==> config.mk <==
export PLATFORM = sky130hd
export DESIGN_NAME = fetch_unit
export DESIGN_NICKNAME = d
export VERILOG_FILES = /design/src/rtl/cpu_pkg.sv /design/src/rtl/fetch_fifo.sv /design/src/rtl/fetch_unit.sv
export SDC_FILE = /design/constraint.sdc
export NUM_CORES = 1
export LEC_CHECK = 0
export CORE_MARGIN = 2
export CORE_UTILIZATION = 45
export DETAILED_ROUTE_END_ITERATION = 16
export GPL_TIMING_DRIVEN = 0
export PLACE_DENSITY = 0.69
export SLEW_MARGIN = 20
export SYNTH_ARGS = -nofsm -noshare
export SYNTH_HDL_FRONTEND = slang
export SYNTH_HIERARCHICAL = 1
export SYNTH_SLANG_ARGS = --single-unit
==> constraint.sdc <==
create_clock -name clk -period 3.28 [get_ports clk]
set_input_delay 0.328 -clock clk [delete_from_list [all_inputs] [get_ports clk]]
set_output_delay 0.328 -clock clk [all_outputs]
set_load 0.05 [all_outputs]
==> src/rtl/cpu_pkg.sv <==
// Shared CPU front-end types: fetch buffer entry layout, reset PC default
// and a PC alignment helper.
package cpu_pkg;

   localparam logic [31:0] RESET_PC_DEFAULT = 32'h0000_0000;

   // One prefetched instruction together with the address it came from.
   typedef struct packed {
      logic [31:0] pc;
      logic [31:0] inst;
   } fetch_entry_t;

   // Fetch addresses are always word aligned.
   function automatic logic [31:0] align_pc(input logic [31:0] pc);
      return {pc[31:2], 2'b00};
   endfunction

endpackage

==> src/rtl/fetch_fifo.sv <==
// Synchronous FIFO holding prefetched {pc, inst} entries. First-word
// fall-through: the head entry is read straight out of the storage registers,
// so nothing combinational from the push side reaches head_data.
import cpu_pkg::*;

module fetch_fifo #(
   parameter int DEPTH = 4,
   localparam int AW = $clog2(DEPTH),
   localparam int CW = $clog2(DEPTH + 1)
) (
   input  logic          clk,
   input  logic          reset,
   input  logic          push,
   input  fetch_entry_t  push_data,
   input  logic          pop,
   input  logic          flush,
   output fetch_entry_t  head_data,
   output logic          full,
   output logic          empty,
   output logic [CW-1:0] count
);

   fetch_entry_t  mem_reg [DEPTH];
   logic [AW-1:0] wr_ptr_reg;
   logic [AW-1:0] rd_ptr_reg;
   logic [CW-1:0] count_reg;
   logic          do_push;
   logic          do_pop;

   assign full    = (count_reg == CW'(DEPTH));
   assign empty   = (count_reg == '0);
   assign count   = count_reg;
   // A push into a full buffer is only legal when the head leaves in the same cycle.
   assign do_push = push && !flush && (!full || pop);
   assign do_pop  = pop && !flush && !empty;
   // Empty buffer shows zeros so stale storage never appears on the outputs.
   assign head_data = empty ? '0 : mem_reg[rd_ptr_reg];

   // Storage write; contents need no reset because they are only read when valid.
   always_ff @(posedge clk) begin
      if (do_push) begin
         mem_reg[wr_ptr_reg] <= push_data;
      end
   end

   // Pointer and occupancy tracking; flush and reset both empty the buffer.
   always_ff @(posedge clk) begin
      if (reset || flush) begin
         wr_ptr_reg <= '0;
         rd_ptr_reg <= '0;
         count_reg  <= '0;
      end else begin
         if (do_push) wr_ptr_reg <= wr_ptr_reg + AW'(1);
         if (do_pop)  rd_ptr_reg <= rd_ptr_reg + AW'(1);
         case ({do_push, do_pop})
            2'b10:   count_reg <= count_reg + CW'(1);
            2'b01:   count_reg <= count_reg - CW'(1);
            default: count_reg <= count_reg;
         endcase
      end
   end

endmodule

==> src/rtl/fetch_unit.sv <==
// Instruction fetch unit: issues sequential word fetches, tracks outstanding
// requests, drops responses made stale by a redirect and buffers the rest
// for decode.
import cpu_pkg::*;

module fetch_unit #(
   parameter int          DEPTH    = 4,
   parameter logic [31:0] RESET_PC = RESET_PC_DEFAULT
) (
   input  logic        clk,
   input  logic        reset,
   output logic        imem_req_valid,
   input  logic        imem_req_ready,
   output logic [31:0] imem_req_addr,
   input  logic        imem_rsp_valid,
   input  logic [31:0] imem_rsp_data,
   input  logic        redirect_valid,
   input  logic [31:0] redirect_pc,
   output logic        inst_valid,
   input  logic        inst_ready,
   output logic [31:0] inst_data,
   output logic [31:0] inst_pc
);

   localparam int          CW      = $clog2(DEPTH + 1);
   localparam logic [CW:0] DEPTH_W = (CW + 1)'(DEPTH);

   logic [31:0]   fetch_pc_reg,    fetch_pc_next;
   logic [31:0]   rsp_pc_reg,      rsp_pc_next;     // address the next kept response belongs to
   logic [CW-1:0] out_cnt_reg,     out_cnt_next;
   logic [CW-1:0] discard_cnt_reg, discard_cnt_next;
   logic          started_reg;                      // holds requests off for one cycle after reset

   logic [CW-1:0] fifo_count;
   logic          fifo_full;
   logic          fifo_empty;
   fetch_entry_t  fifo_head;
   fetch_entry_t  push_entry;
   logic [CW:0]   inflight;
   logic          req_fire;
   logic          rsp_ok;
   logic          rsp_keep;
   logic          rsp_drop;
   logic          pop;

   // Buffered plus in-flight words may never exceed the buffer size, so every
   // response is guaranteed a slot.
   assign inflight       = {1'b0, fifo_count} + {1'b0, out_cnt_reg};
   assign imem_req_valid = started_reg && !reset && !redirect_valid && (inflight < DEPTH_W);
   assign imem_req_addr  = fetch_pc_reg;
   assign req_fire       = imem_req_valid && imem_req_ready;

   // A response with nothing outstanding is ignored outright.
   assign rsp_ok     = imem_rsp_valid && (out_cnt_reg != '0);
   assign rsp_drop   = rsp_ok && (discard_cnt_reg != '0);
   assign rsp_keep   = rsp_ok && (discard_cnt_reg == '0) && !redirect_valid;
   assign push_entry = '{pc: rsp_pc_reg, inst: imem_rsp_data};

   assign inst_valid = !fifo_empty;
   assign inst_data  = fifo_head.inst;
   assign inst_pc    = fifo_head.pc;
   assign pop        = inst_valid && inst_ready && !redirect_valid;

   fetch_fifo #(.DEPTH(DEPTH)) u_fifo (
      .clk       (clk),
      .reset     (reset),
      .push      (rsp_keep),
      .push_data (push_entry),
      .pop       (pop),
      .flush     (redirect_valid),
      .head_data (fifo_head),
      .full      (fifo_full),
      .empty     (fifo_empty),
      .count     (fifo_count)
   );

   // Next-state for PCs and counters; a redirect turns everything still in
   // flight into responses to be discarded.
   always_comb begin
      fetch_pc_next    = fetch_pc_reg;
      rsp_pc_next      = rsp_pc_reg;
      out_cnt_next     = out_cnt_reg;
      discard_cnt_next = discard_cnt_reg;
      if (redirect_valid) begin
         fetch_pc_next    = align_pc(redirect_pc);
         rsp_pc_next      = align_pc(redirect_pc);
         out_cnt_next     = out_cnt_reg - CW'(rsp_ok);
         discard_cnt_next = out_cnt_reg - CW'(rsp_ok);
      end else begin
         if (req_fire) fetch_pc_next = fetch_pc_reg + 32'd4;
         if (rsp_keep) rsp_pc_next   = rsp_pc_reg + 32'd4;
         if (rsp_drop) discard_cnt_next = discard_cnt_reg - CW'(1);
         out_cnt_next = out_cnt_reg + CW'(req_fire) - CW'(rsp_ok);
      end
   end

   // State registers.
   always_ff @(posedge clk) begin
      if (reset) begin
         fetch_pc_reg    <= RESET_PC;
         rsp_pc_reg      <= RESET_PC;
         out_cnt_reg     <= '0;
         discard_cnt_reg <= '0;
         started_reg     <= 1'b0;
      end else begin
         fetch_pc_reg    <= fetch_pc_next;
         rsp_pc_reg      <= rsp_pc_next;
         out_cnt_reg     <= out_cnt_next;
         discard_cnt_reg <= discard_cnt_next;
         started_reg     <= 1'b1;
      end
   end

   // Simulation-only protocol checks: no unsolicited responses, no buffer overflow.
   always_ff @(posedge clk) begin
      if (!reset) begin
         assert (!(imem_rsp_valid && out_cnt_reg == '0));
         assert (!(rsp_keep && fifo_full && !pop));
      end
   end

endmodule

# ---- After elaboration in Yosys (flattened, before gate mapping)
# Memory sizes are Yosys's and may differ from the RTL's. A register that Yosys moved wholly into a read port is not among the register bits.
# Cells that the tools add are included.
dict set report totals {
  regBits 78
  latchBits 0
  ramBits 256
  mem_bits_ro 0
  inputBits 70
  out_inout_bits 98
  elab_cells 69
  memories 1
}
# memory words width read_ports rd_clocked_by_memory_dff wr line
set memory_table {}
lappend memory_table {u_fifo.mem_reg 4 64 1 1 1 fetch_fifo.sv:23} ;# fetch_entry_t mem_reg [DEPTH];
dict set report classes {
  add_sub_neg 11
  mul 0
  n_div 0
  order_cmp 1
  eq_ne 3
  shifts 0
  mux 14
  n_bitwise 0
  n_reduce_logical 29
}
# op n
set op_table {}
lappend op_table {{two-way mux 32 bit} 4}
lappend op_table {{adder 32 x 3 -> 32 bit (second input constant)} 2}
lappend op_table {{two-way mux 64 bit} 1}
lappend op_table {{logical AND 1 bit} 14}
lappend op_table {{two-way mux 3 bit} 3}
lappend op_table {{nonzero test 2 bit} 4}
lappend op_table {{zero test 3 bit} 2}
lappend op_table {{one-hot mux 3 bit (2 select lines)} 1}
lappend op_table {{nonzero test 3 bit} 2}
lappend op_table {{subtractor 3 x 1 -> 3 bit} 2}
lappend op_table {{subtractor 3 x 1 -> 3 bit (second input constant)} 2}
lappend op_table {{adder 2 x 1 -> 2 bit (second input constant)} 2}
lappend op_table {{adder 3 x 3 -> 4 bit} 1}
lappend op_table {{zero test 1 bit} 4}
lappend op_table {{less-than comparator 4 x 3 -> 1 bit (second input constant)} 1}
lappend op_table {{two-way mux 2 bit} 2}
lappend op_table {{adder 3 x 1 -> 3 bit} 1}
lappend op_table {{adder 3 x 1 -> 3 bit (second input constant)} 1}
lappend op_table {{== test 3 bit (second input constant)} 1}
lappend op_table {{two-way mux 1 bit} 3}
lappend op_table {{== test 2 x 1 -> 1 bit (second input constant)} 1}
lappend op_table {{== test 2 bit (second input constant)} 1}
lappend op_table {{logical OR 1 bit} 2}
lappend op_table {{OR reduction 2 bit} 1}

# ---- Longest topological paths before layout
# Gate-level depths: netlist of the first run.
dict set report depth {
  depth_word 8
  depth_mapped 15
}

# ---- By module
# Netlist of the first run, hierarchy kept.
# mod n_inst cells_each area_per_inst_um2
set modules_own_cells {}
lappend modules_own_cells {fetch_fifo 1 462 10168.5}
lappend modules_own_cells {fetch_unit 1 470 3871.2}

# ---- Least setup slack after synthesis of the first run
# No wires, ideal clock.
dict set report synth_timing {
  kind {register to register}
  startpoint {reg u_fifo.count_reg[1] (netlist: u_fifo/count[1])}
  endpoint {reg u_fifo.count_reg[2] (netlist: u_fifo/count[2])}
  setup_time_ns 0.070
  t_arrival_ns 3.425
  path_slack_ns -0.215
  stages_incl_launch_ff 15
  n_path_buf 2
  synth_period_minus_slack_ns 3.495
  path_cell_list {dfxtp_1 > nor3_1 > clkbuf_1 > inv_1 > and3_1 > or4b_1 > clkbuf_2 > and2_4 > inv_1 > ha_1 > inv_1 > fa_1 > xor2_1 > or3_1 > a21oi_1}
}
dict set report synth_via {
  elab_chain_len 8
  word_cells_on_any_way 16
  cone_classes {add/sub: 2; eq/ne: 3; mux: 1; reduce/logical: 10}
}
# element line
set synth_rtl {}
lappend synth_rtl {{from (decl)} fetch_fifo.sv:26} ;# logic [CW-1:0] count_reg;
lappend synth_rtl {{from (signal assigned)} fetch_fifo.sv:56} ;# 2'b10: count_reg <= count_reg + CW'(1);
lappend synth_rtl {{from (signal assigned)} fetch_fifo.sv:57} ;# 2'b01: count_reg <= count_reg - CW'(1);
lappend synth_rtl {{from (signal assigned)} fetch_fifo.sv:58} ;# default: count_reg <= count_reg;
lappend synth_rtl {{zero test 3 bit (*)} fetch_fifo.sv:31} ;# assign empty = (count_reg == '0);
lappend synth_rtl {{via fifo_empty} fetch_unit.sv:36} ;# logic fifo_empty;
lappend synth_rtl {{zero test 1 bit (*)} fetch_unit.sv:59} ;# assign inst_valid = !fifo_empty;
lappend synth_rtl {{via inst_valid} fetch_unit.sv:19} ;# output logic inst_valid,
lappend synth_rtl {{logical AND 1 bit (*) (2 in series)} fetch_unit.sv:62} ;# assign pop = inst_valid && inst_ready && !redirect_valid;
lappend synth_rtl {{via pop} fetch_unit.sv:44} ;# logic pop;
lappend synth_rtl {{logical AND 1 bit or logical OR 1 bit (tied branches)} {fetch_fifo.sv:35, fetch_fifo.sv:34}}
lappend synth_rtl {{logical AND 1 bit (on tied branches)} {fetch_fifo.sv:35, fetch_fifo.sv:34}}
lappend synth_rtl {{== test 2 x 1 -> 1 bit or == test 2 bit (tied branches)} fetch_fifo.sv:55} ;# case ({do_push, do_pop})
lappend synth_rtl {{one-hot mux 3 bit (2 select lines) or nonzero test 2 bit (tied branches)} --}
# Mark *: on every way through the listed nets, which the timed path passes. The rest lies on a longest branch.
# A chain may end at the register's enable or synchronous reset.

# ---- Worst setup path in the final report of the first run
dict set report layout_timing {
  startpoint {reg out_cnt_reg[2]}
  endpoint {reg out_cnt_reg[2]}
}
dict set report layout_via {
  elab_chain_len 7
  word_cells_on_any_way 10
  cone_classes {add/sub: 4; order compare: 1; mux: 1; reduce/logical: 4}
}
# element line
set layout_rtl {}
lappend layout_rtl {{from (decl)} fetch_unit.sv:30} ;# logic [CW-1:0] out_cnt_reg, out_cnt_next;
lappend layout_rtl {{from (signal assigned)} fetch_unit.sv:108} ;# out_cnt_reg <= out_cnt_next;
lappend layout_rtl {{adder 3 x 3 -> 4 bit} fetch_unit.sv:48} ;# assign inflight = {1'b0, fifo_count} + {1'b0, out_cnt_reg};
lappend layout_rtl {{less-than comparator 4 x 3 -> 1 bit} fetch_unit.sv:49} ;# assign imem_req_valid = started_reg && !reset && !redirect_valid && (inflight < DEPTH_W);
lappend layout_rtl {{logical AND 1 bit} fetch_unit.sv:49}
lappend layout_rtl {{logical AND 1 bit} fetch_unit.sv:51} ;# assign req_fire = imem_req_valid && imem_req_ready;
lappend layout_rtl {{adder 3 x 1 -> 3 bit} fetch_unit.sv:93} ;# out_cnt_next = out_cnt_reg + CW'(req_fire) - CW'(rsp_ok);
lappend layout_rtl {{subtractor 3 x 1 -> 3 bit} fetch_unit.sv:93}
lappend layout_rtl {{two-way mux 3 bit (*)} fetch_unit.sv:84} ;# if (redirect_valid) begin
# Mark *: on every way between the ends. The rest lies on a longest branch, timed or not.

==> impl_metrics.env, run 1 <==
export IMPL_status="complete, no violations"
export IMPL_first_pass_iters=4
export IMPL_rows=64
export IMPL_drive_gt1_share_pct=14.8
export IMPL_grt_use_total_pct=19.0
export IMPL_ir_worst_vdd_uv=300
export IMPL_drv_cap=0
export IMPL_cts_hold_buf=0
export IMPL_fill_cells=2407
export IMPL_largest_reg_flops=256
export IMPL_cpMostUsedCell="ha_1"
export IMPL_setup_viol=0
export IMPL_cts_root_buf="clkbuf_16"
export IMPL_period_share_pct=96.8
export IMPL_layout_commonest_cell="edfxtp_1"
export IMPL_hp_class="in2reg"
export IMPL_slowest_stage="fa_1"
export IMPL_wl_met2_microns=14700
export IMPL_wl_met1_microns=14000
export IMPL_antenna_found_initial=0
export IMPL_start_util_pct=45.8
export IMPL_rsz0062_at_grt="yes"
export IMPL_worstMarginPinSlew_ps=926
export IMPL_cts_buffer_depth=3
export IMPL_max_freq_mhz=315
export IMPL_yosys_warnings=6
export IMPL_layout_common_cells="edfxtp_1 (256), clkdlybuf4s50_1 (155), dfxtp_1 (73)"
export IMPL_whs_ps=456
export IMPL_hold_violations=0
export IMPL_place_hpwl_microns=21000
export IMPL_setup_ws_ps=105
export IMPL_path_cells="ha_1, nor4b_4, and4_1, buf_4, inv_2, ha_1, inv_1, ha_1, fa_1, xor2_1, o21ai_1, xnor2_1, nor2_1"
export IMPL_grt_max_degree=41
export IMPL_powerDensity_nw_per_um2=545
export IMPL_clkTransAtPathRegs_ps=60
export IMPL_critPathTopFamily="adder cells"
export IMPL_max_slew_margin_rel_pct=37.8
export IMPL_design_core_area_sq_um=30700
export IMPL_gp_congestion=0.895
export IMPL_grt_pass1_vias=8602
export IMPL_dieArea_sq_um=32600
export IMPL_start_kind="flip-flop"
export IMPL_synthesis_area_sq_um=14000
export IMPL_worst_path_max_fanout=23
export IMPL_post_drt_wl_per_cell_microns=19.9
export IMPL_cts_made_buffers=36
export IMPL_drv_slew=0
export IMPL_clk_latency_ps=510
export IMPL_cp_end_kind="flip-flop"
export IMPL_cpPeakStageDelay_ps=380
export IMPL_overflow=0
export IMPL_via_per_inst=5.52
export IMPL_ant_nets=0
export IMPL_h_tree_depth=2
export IMPL_p_leak_uw=0.00579
export IMPL_nets=1232
export IMPL_synth_cells=931
export IMPL_path_buf_inv=3
export IMPL_antenna_cells=0
export IMPL_drt_total_wl_microns=31100
export IMPL_met3WireLength_microns=2020
export IMPL_arrival_ps=3550
export IMPL_cts_tree="done"
export IMPL_fin_crit_ps=3180
export IMPL_postSynthAreaPerCell_sq_um=15.1
export IMPL_highest_layer="met4"
export IMPL_grt_pass1_wl_microns=48500
export IMPL_die_w_microns=181
export IMPL_syn_to_final_growth_pct=24.7
export IMPL_cts_num_sinks=332
export IMPL_crit_type="reg2reg"
export IMPL_drtIter0Drc=618
export IMPL_io_pins=168
export IMPL_die_h_microns=181
export IMPL_skew_ps=12.0
export IMPL_crit_required_ps=3650
export IMPL_drc=0
export IMPL_io_buffers=163
export IMPL_pre_cts_ws_ps=-1030
export IMPL_vias=8638
-- per-layer routing --
layer  global-route usage (%)  up-vias
met5                        0        -
met4                     3.97        0
met3                     3.48       37
li1                         -     4025
met1                     26.8     4256
met2                     31.1      320
-- per-stage QoR --
step           util, %  cells  setup TNS, ps  total power, uW  cell area (sq um)
2_1_floorplan        -    940              0             5460              14100
3_3_place_gp      52.8   1499        -334760             5810              16200
3_5_place_dp      53.2   1503        -127650             5820              16300
4_1_cts           57.0   1562          -43.7             9620              17500
5_1_grt           57.1   1564          -65.8             9890              17500
6_report          57.1   1564              0             9550              17500
-- final cells by class --
cell class | instances | area [sq um] | share of cell area, %
Sequential cell | 332 | 9210 | 52.6
Clock buffer | 50 | 1030 | 5.86
Multi-Input combinational cell | 534 | 4570 | 26.1
Clock inverter | 11 | 83.8 | 0.479
Buffer | 46 | 249 | 1.42
Timing Repair Buffer | 170 | 1760 | 10.1
Timing Repair inverter | 1 | 5.00 | 0.0286
Inverter | 24 | 93.8 | 0.536
Tap cell | 396 | 495 | 2.83
-- worst paths after layout --
path / startpoint / to / slack [ps] / cells after the start
max reg2reg: out_cnt_reg[2] / out_cnt_reg[2] / 100 / 13
min reg2reg: u_fifo/rd_ptr_reg[1] / flip-flop / 490 / 2
max: out_cnt_reg[2] / out_cnt_reg[2] / 100 / 13
min: imem_rsp_data[2] / u_fifo/mem_reg[1][2] / 460 / 1
-- report_power, final --
part	switching [uW]	total, uW	leakage (uW)	internal (uW)
Sequential	134	4810	0.00295	4680
Combinational	542	939	0.00231	397
Clock	1540	3800	0.000534	2260
-- timing repair --
item,CTS,global route
pin swaps,1,1
endpoints found under the hold margin,0,0
endpoints found under the setup margin,201,15
cloned,1,0
buffers inserted,1,2
gates resized for setup,22,12
(Power assumes the default switching activity.)
==> inputs of run 2 (changes only) <==
- MAX_ROUTING_LAYER: not set -> met4
- PLACE_DENSITY: 0.69 -> 0.76
==> run 2 against run 1 <==
  * Final cell count increased by 0.13%
  * Largest power group unchanged
  * Non-clock buffer count decreased by 1
  * Wire length increased by 1.9%
  * Clock power increased by 4%
  * Critical path type unchanged
  * Highest routed layer unchanged
  * Setup slack improved by 29 ps
  * Sequential share of layout area decreased by 0.43 points
==> impl_metrics.env, run 2 (synthesized netlist as in run 1, its figures left out) <==
export IMPL_status="complete, no violations"
export IMPL_place_hpwl_microns=21600
export IMPL_h_tree_depth=2
export IMPL_rsz0062_at_grt="yes"
export IMPL_path_buf_inv=5
export IMPL_powerDensity_nw_per_um2=549
export IMPL_syn_to_final_growth_pct=25.8
export IMPL_whs_ps=438
export IMPL_cp_end_kind="flip-flop"
export IMPL_cts_buffer_depth=3
export IMPL_nets=1230
export IMPL_period_share_pct=95.9
export IMPL_grt_pass1_wl_microns=49600
export IMPL_setup_viol=0
export IMPL_via_per_inst=5.56
export IMPL_fin_crit_ps=3150
export IMPL_drv_cap=0
export IMPL_fill_cells=2398
export IMPL_max_slew_margin_rel_pct=34.4
export IMPL_ir_worst_vdd_uv=291
export IMPL_start_util_pct=45.8
export IMPL_dp_cells=1503
export IMPL_largest_reg_flops=256
export IMPL_clk_latency_ps=510
export IMPL_layout_common_cells="edfxtp_1 (256), clkdlybuf4s50_1 (103), dfxtp_1 (73)"
export IMPL_antenna_cells=0
export IMPL_instances_no_fill=1566
export IMPL_post_drt_wl_per_cell_microns=20.3
export IMPL_cts_num_sinks=332
export IMPL_ant_nets=0
export IMPL_dieArea_sq_um=32600
export IMPL_worst_path_max_fanout=10
export IMPL_cpPeakStageDelay_ps=470
export IMPL_drc=0
export IMPL_design_core_area_sq_um=30700
export IMPL_grt_use_total_pct=20.0
export IMPL_cts_root_buf="clkbuf_16"
export IMPL_arrival_ps=3580
export IMPL_vias=8704
export IMPL_cpMostUsedCell="inv_1"
export IMPL_crit_required_ps=3710
export IMPL_layout_commonest_cell="edfxtp_1"
export IMPL_grt_max_degree=40
export IMPL_worstMarginPinSlew_ps=977
export IMPL_drt_total_wl_microns=31700
export IMPL_antenna_found_initial=0
export IMPL_first_pass_iters=5
export IMPL_cts_made_buffers=35
export IMPL_grt_pass1_vias=8842
export IMPL_critPathTopFamily="simple AND/OR/NAND/NOR gates"
export IMPL_slowest_stage="or4b_1"
export IMPL_die_h_microns=181
export IMPL_hp_class="in2reg"
export IMPL_io_pins=168
export IMPL_path_cells="nor3_4, buf_8, inv_2, and3_1, or4b_1, clkbuf_8, and2_4, inv_1, ha_1, inv_1, fa_1, xor2_1, or3_1, a21oi_1"
export IMPL_drive_gt1_share_pct=15.2
export IMPL_die_w_microns=181
export IMPL_hold_violations=0
export IMPL_cts_tree="done"
export IMPL_p_leak_uw=0.00672
export IMPL_drv_slew=0
export IMPL_overflow=0
export IMPL_crit_type="reg2reg"
export IMPL_gp_congestion=0.899
export IMPL_skew_ps=18.8
export IMPL_start_kind="flip-flop"
export IMPL_drtIter0Drc=671
export IMPL_io_buffers=163
export IMPL_max_freq_mhz=318
export IMPL_rows=64
export IMPL_clkTransAtPathRegs_ps=60
[run 2: stage by stage]
| stage | area, sq um | setup TNS, ps | total power (uW) | worst slack (ps) | utilization (%) |
|---|---|---|---|---|---|
| finish | 17600 | 0 | 9690 | 134 | 57.5 |
| CTS | 17500 | -32.6 | 9770 | -32.6 | 57.1 |
| global placement | 16200 | -305780 | 5800 | -1200 | 52.8 |
| detailed placement | 16300 | -113710 | 5830 | -961 | 53.1 |
| floorplan | 14100 | 0 | 5460 | 33.6 | - |
| global route | 17600 | -20.1 | 10000 | -17.8 | 57.5 |
[run 2: worst paths after layout]
path                                      startpoint                     to  slack [ps]  cells after the start
worst min-delay path               imem_rsp_data[19]  u_fifo/mem_reg[0][19]         440                      1
worst max register to register       u_fifo/count[0]        u_fifo/count[2]         130                     14
worst min register to register  u_fifo/rd_ptr_reg[1]   u_fifo/rd_ptr_reg[1]         520                      2
worst max-delay path                 u_fifo/count[0]        u_fifo/count[2]         130                     14
[run 2: routing by layer]
| layer | up-vias | wire (microns) | track usage (%) |
|---|---|---|---|
| met5 | - | 0 | - |
| met4 | 0 | 540 | 4.65 |
| met3 | 37 | 2080 | 3.11 |
| met2 | 331 | 15100 | 31.5 |
| met1 | 4320 | 14000 | 27.5 |
| li1 | 4016 | - | - |
[run 2: repair_timing]
item | in CTS | in global routing
hold buffers | 0 | 0
gates resized for setup | 27 | 59
gates cloned | 1 | 0
endpoints found under the setup margin | 173 | 54
pin swaps | 1 | 2
hold endpoints to repair | 0 | 0
buffers inserted | 1 | 1
[run 2: area by class of cell]
| type | instances | area, sq um | share of cell area (%) |
|---|---|---|---|
| timing repair inverter | 1 | 5.00 | 0.0284 |
| inverter | 24 | 96.3 | 0.546 |
| sequential | 332 | 9220 | 52.2 |
| buffer | 46 | 248 | 1.40 |
| clock inverter | 20 | 198 | 1.12 |
| clock buffer | 44 | 971 | 5.50 |
| tap | 396 | 495 | 2.81 |
| timing repair buffer | 169 | 1850 | 10.5 |
| multi-input combinational | 534 | 4570 | 25.9 |
[run 2: power breakdown]
part	switching, uW	internal, uW	total (uW)	leakage [uW]
Clock	1590	2350	3940	0.000563
Sequential	135	4680	4810	0.00295
Combinational	542	395	937	0.00321
Total	2270	7420	9690	0.00672
[run 2: worst reg2reg max path, stage by stage, from the launching register on]
cell and delay, ps:
dfxtp_4 370, nor3_4 250, buf_8 180, inv_2 50, and3_1 180, or4b_1 470, clkbuf_8 170, and2_4 160
inv_1 50, ha_1 170, inv_1 60, fa_1 370, xor2_1 160, or3_1 300, a21oi_1 130
